[config.mk]
export PLATFORM = sky130hd
export DESIGN_NAME = sat_counter
export DESIGN_NICKNAME = d
export VERILOG_FILES = /design/src/rtl/sat_counter.sv
export SDC_FILE = /design/constraint.sdc
export NUM_CORES = 1
export LEC_CHECK = 0
export CAP_MARGIN = 20
export CORE_UTILIZATION = 25
export DETAILED_ROUTE_END_ITERATION = 8
export GPL_TIMING_DRIVEN = 0
export SLEW_MARGIN = 0
export SYNTH_ARGS = -nofsm -noshare
export SYNTH_HDL_FRONTEND = slang
export SYNTH_SLANG_ARGS = --single-unit
[constraint.sdc]
create_clock -name clk_i -period 2.47 [get_ports clk_i]
set_input_delay 0.494 -clock clk_i [delete_from_list [all_inputs] [get_ports clk_i]]
set_output_delay 0.494 -clock clk_i [all_outputs]
set_load 0.05 [all_outputs]
[src/rtl/sat_counter.sv]
// Saturating up-counter with synchronous clear; a clear coinciding with an
// increment leaves the count at 1.
module sat_counter #(
   parameter int W = 16
) (
   input  logic         clk_i,
   input  logic         rst_n_i,
   input  logic         clr_i,
   input  logic         inc_i,
   output logic [W-1:0] cnt_o
);

   logic [W-1:0] cnt_q, cnt_d;
   logic [W-1:0] cntBase;

   always_comb begin
      cntBase = clr_i ? '0 : cnt_q;
      cnt_d   = cntBase;
      if (inc_i && (cntBase != '1)) begin
         cnt_d = cntBase + 1'b1;
      end
   end

   always_ff @(posedge clk_i or negedge rst_n_i) begin
      if (!rst_n_i) begin
         cnt_q <= '0;
      end else begin
         cnt_q <= cnt_d;
      end
   end

   assign cnt_o = cnt_q;

endmodule

---- Word-level counts from Yosys, hierarchy flattened ----
Cells that the tools add are included.
storage, ports and cells
  bits in writable memories ............... 0
  memories ................................ 0
  bits of input ports ..................... 4
  latch bits .............................. 0
  ROM bits ................................ 0
  logic and storage cells ................. 6
  register bits ........................... 16
  output and inout port bits .............. 16
cells by class
  div/mod/pow operators ................... 0
  $lt $le $gt $ge ......................... 0
  reductions and logical operators ........ 1
  shift-type cells ........................ 0
  multiply operators ...................... 0
  bitwise logic cells ..................... 0
  mux-type cells .......................... 2
  eq/ne operators ......................... 1
  $add $sub $neg .......................... 1
operators with widths
  cell                                           number
  2-to-1 mux 16 bit                              2
  adder 16 x 1 -> 16 bit, second input constant  1
  != test 16 bit, second input constant          1
  logical AND 1 bit                              1

---- Longest topological paths before layout ----
  depth after elaboration ................. 4
  depth in mapped cells ................... 5
  mapped depth without buffers ............ 4

---- Worst setup path before layout ----
OpenSTA, ideal clock, no wires.
  path kind ............................... register to register
  start point ............................. reg cnt_q[0] (netlist: cnt_o[0])
  end point ............................... reg cnt_q[13] (netlist: cnt_o[13])
  setup slack ............................. 0.734 ns
  cell stages (with the launch flop) ...... 5
  arrival time ............................ 1.618 ns
  library setup time ...................... 0.119 ns
  buffers on the path ..................... 0
  cells stage by stage .................... dfrtp_1 -> nand4_1 -> nor4_4 -> a31oi_1 -> o21a_1
on the way
  cells in the longest elaborated chain, start to end .. 4
  elaborated cells between the ends (all ways) .. 5
  classes of those cells .................. add/sub (1); eq/ne (1); mux (2); reduce/logical (1)
ends and longest elaborated chain
  item                                                            RTL line  text
  start, declared                                                 13        logic [W-1:0] cnt_q, cnt_d;
  start signal, assigned                                          28        cnt_q <= cnt_d;
  2-to-1 mux 16 bit *                                             17        cntBase = clr_i ? '0 : cnt_q;
  branches (longest 2 deep; another with adder 16 x 1 -> 16 bit)  --
  2-to-1 mux 16 bit *                                             19        if (inc_i && (cntBase != '1)) begin
  net cnt_d[13]                                                   13
Mark *: on every way through the listed nets, which the timed path passes.

---- Worst setup path after layout ----
  start point ............................. reg cnt_q[9] (netlist: cnt_o[9])
  end point ............................... out cnt_o[9]
RTL lines
  item           RTL line  text
  end, declared  10        output logic [W-1:0] cnt_o
No word-level cell between the ends.

==> flow_summary.toml <==
[outcome]
status = "finished, final reports clean"

[timing]
period_minus_slack_ns = 2.06
max_clock_freq_ghz = 0.484
rsz0062_at_grt = "no"
setup-violations-final = 0
finalHoldViolCount = 0
fin_crit_sh_pct = 83.6
tightest_slew_ns = 0.707
relSlewSlack_pct = 52.7
holdWs_ns = 0.509
setup_tns_ns = 0
drv_slew = 0
final.setup_skew_ns = 0.00308

[global_route]
antenna_found_initial = 0
grt.total_usage_pct = 10.2
grt_pass1_vias = 685
grt_max_degree = 17
grt_overflow = 0
grt_pass1_wl_mm = 3.11

[die]
start_util_pct = 26.8
die_w_um = 62.8
core-area_um2 = 3440
ios = 20
die_h_um = 62.8
die-area_um2 = 3940
num_rows = 21

[pwr]
p_clk_share_pct = 41.5
ir_drop_mv = 0.150
p_leak_uw = 0.000585
p_comb_share_pct = 8.5
power-per-cell-area_nw_per_um2 = 442
pwr-share-seq_pct = 49.9
p_sw_uw = 118
p_sw_share_pct = 21.7
total_power_uw = 543
internal_power_uw = 425

[detailed_routing]
drc = 0
drt-wirelength-per-cell_um = 11.9
drtIter0Drc = 53
dr.pass1.iters = 4
postRouteAntennaNets = 0
num_vias = 729
via_per_inst = 4.73
wl_mm = 1.84

[cts]
cts_sinks = 16
htree_levels = 1
cts-hold-fix-buffers = 0
cts_buffers = 3
cts_tree = "done"
clk_path_buf_depth = 2
path_clk_slew_ns = 0.06
cts_resized = 0
clockRootBuffer = "clkbuf_8"
cts_setup_buffers = 0
insertion_delay_ns = 0.24

[critical_path]
path_max_fanout = 6
path_cells = "clkdlybuf4s50_1"
end_kind = "output port"
critPathRequiredTime_ns = 1.98
critPathMaxStageDelay_ns = 0.85
path_delay_family = "buffers and inverters"
cp_num_buf_inv = 1
slowest_stage = "clkdlybuf4s50_1"
start_kind = "flop"
crit_type = "flop to output port"
arrival_ns = 1.57
r2r_slack_ns = 0.95

[layout]
area_delta_synth_final_pct = 32.8
nFillCells = 343
stdcell_count = 154
finalNetCount = 113
largest_reg_flops = 16
layout-drive-gt1-share_pct = 18.5
n_antenna_cell = 0
utilization_pct = 35.6

[synth]
synth.distinct_cells = 37
yosys-top-cells-area = "dfrtp_1 43%, nor4_4 4.6%, nand2_1 3.7%"
synth_top_area_share_pct = 43.4
syn_area_per_cell_um2 = 10.9
syn-num-nets = 89
synth-seq-cells = 16
seq_area_frac_synth_pct = 43.4
synth_area_um2 = 923
synth_area_leader_cell = "dfrtp_1"
ys_warn_count = 0
postSynthCellCount = 85

[job]
cap_viol_max_count = 0

[min_path]
hp-class = "flop to flop"

[place]
dp.final_hpwl_mm = 1.40
placedCellCount = 150
gp_congestion = 0.732
portBuffers = 19
## final timing paths
path,from,endpoint,cells after the start
max in group asynchronous,rst_n_i,cnt_o[10]$_DFF_PN0_,1
worst max-delay path,cnt_o[9]$_DFF_PN0_,cnt_o[9],1
worst max register to register,cnt_o[0]$_DFF_PN0_,cnt_o[10]$_DFF_PN0_,4
worst min register to register,cnt_o[15]$_DFF_PN0_,cnt_o[15]$_DFF_PN0_,1
worst min-delay path,cnt_o[15]$_DFF_PN0_,cnt_o[15]$_DFF_PN0_,1
min in group asynchronous,rst_n_i,cnt_o[3]$_DFF_PN0_,1
## power groups by stage
stage	clock, uW	sequential (uW)	combinational [uW]
detailed placement	0	275	47.0
global route	247	271	50.0
global placement	0	275	46.6
floorplan	0	287	13.7
CTS	235	271	47.1
finish	225	271	46.4
## layout by cell type, fill, tap and decap left out, types with 2 or more instances in the layout
cell,instances
a211oi_1,2
a21oi_1,6
a31oi_1,4
and4_1,2
clkbuf_8,4
clkdlybuf4s50_1,19
dfrtp_1,16
inv_1,5
mux2i_1,3
nand2_1,9
nand3_1,3
nor2_1,3
nor3_1,2
nor4_4,2
o21ai_0,3
xnor2_1,2
## layout make-up
cell class,instances,area [um2],share of cell area [%]
multi-input combinational,62,489,39.9
sequential,16,400,32.7
timing repair buffer,19,190,15.5
tap,46,57.6,4.69
clock buffer,4,55.1,4.49
inverter,5,18.8,1.53
buffer,2,15.0,1.22
## through the flow
stage	setup WS, ns	instance area, um2
4_1_cts	0.400	1230
6_report	0.405	1230
2_1_floorplan	0.734	923
5_1_grt	0.344	1230
3_5_place_dp	0.333	1170
3_3_place_gp	0.353	1170
## cells by family after synthesis
family | share of synthesized area, %
muxes | 3.25
DFF | 43.4
xor gates and xnor gates | 1.90
and+or+nand+nor | 36.2
buffers and inverters | 3.66
AOI/OAI and AO/OA | 11.7
## cell usage after synthesis (all sizes together)
| master | n |
|---|---|
| nand3 | 4 |
| and4b | 2 |
| nor3 | 3 |
| nor2 | 3 |
| and2b | 1 |
| inv | 5 |
| mux2i | 3 |
| a31oi | 4 |
| nand3b | 1 |
| or2 | 1 |
| and3 | 2 |
| and4 | 2 |
| nand4 | 2 |
| nand2 | 9 |
| or3 | 1 |
| nor4b | 1 |
| nor4 | 4 |
| a211oi | 2 |
| and2 | 1 |
| o21ai | 3 |
| xnor2 | 2 |
| buf | 1 |
| a21o | 1 |
| a21oi | 6 |
| o31ai | 1 |
| o21a | 1 |
| dfrtp | 16 |
| clkbuf | 1 |
| nand4b | 2 |
## per-layer routing
metal,wire length (um),share of wire [%],vias up,global-route usage [%]
li1,-,-,362,-
met1,880,48,354,13.7
met2,885,48,13,15.9
met4,0,0,0,3.49
met5,0,0,-,0
met3,74,4.0,0,2.55
No activity file was read; power rests on OpenSTA's default activity.
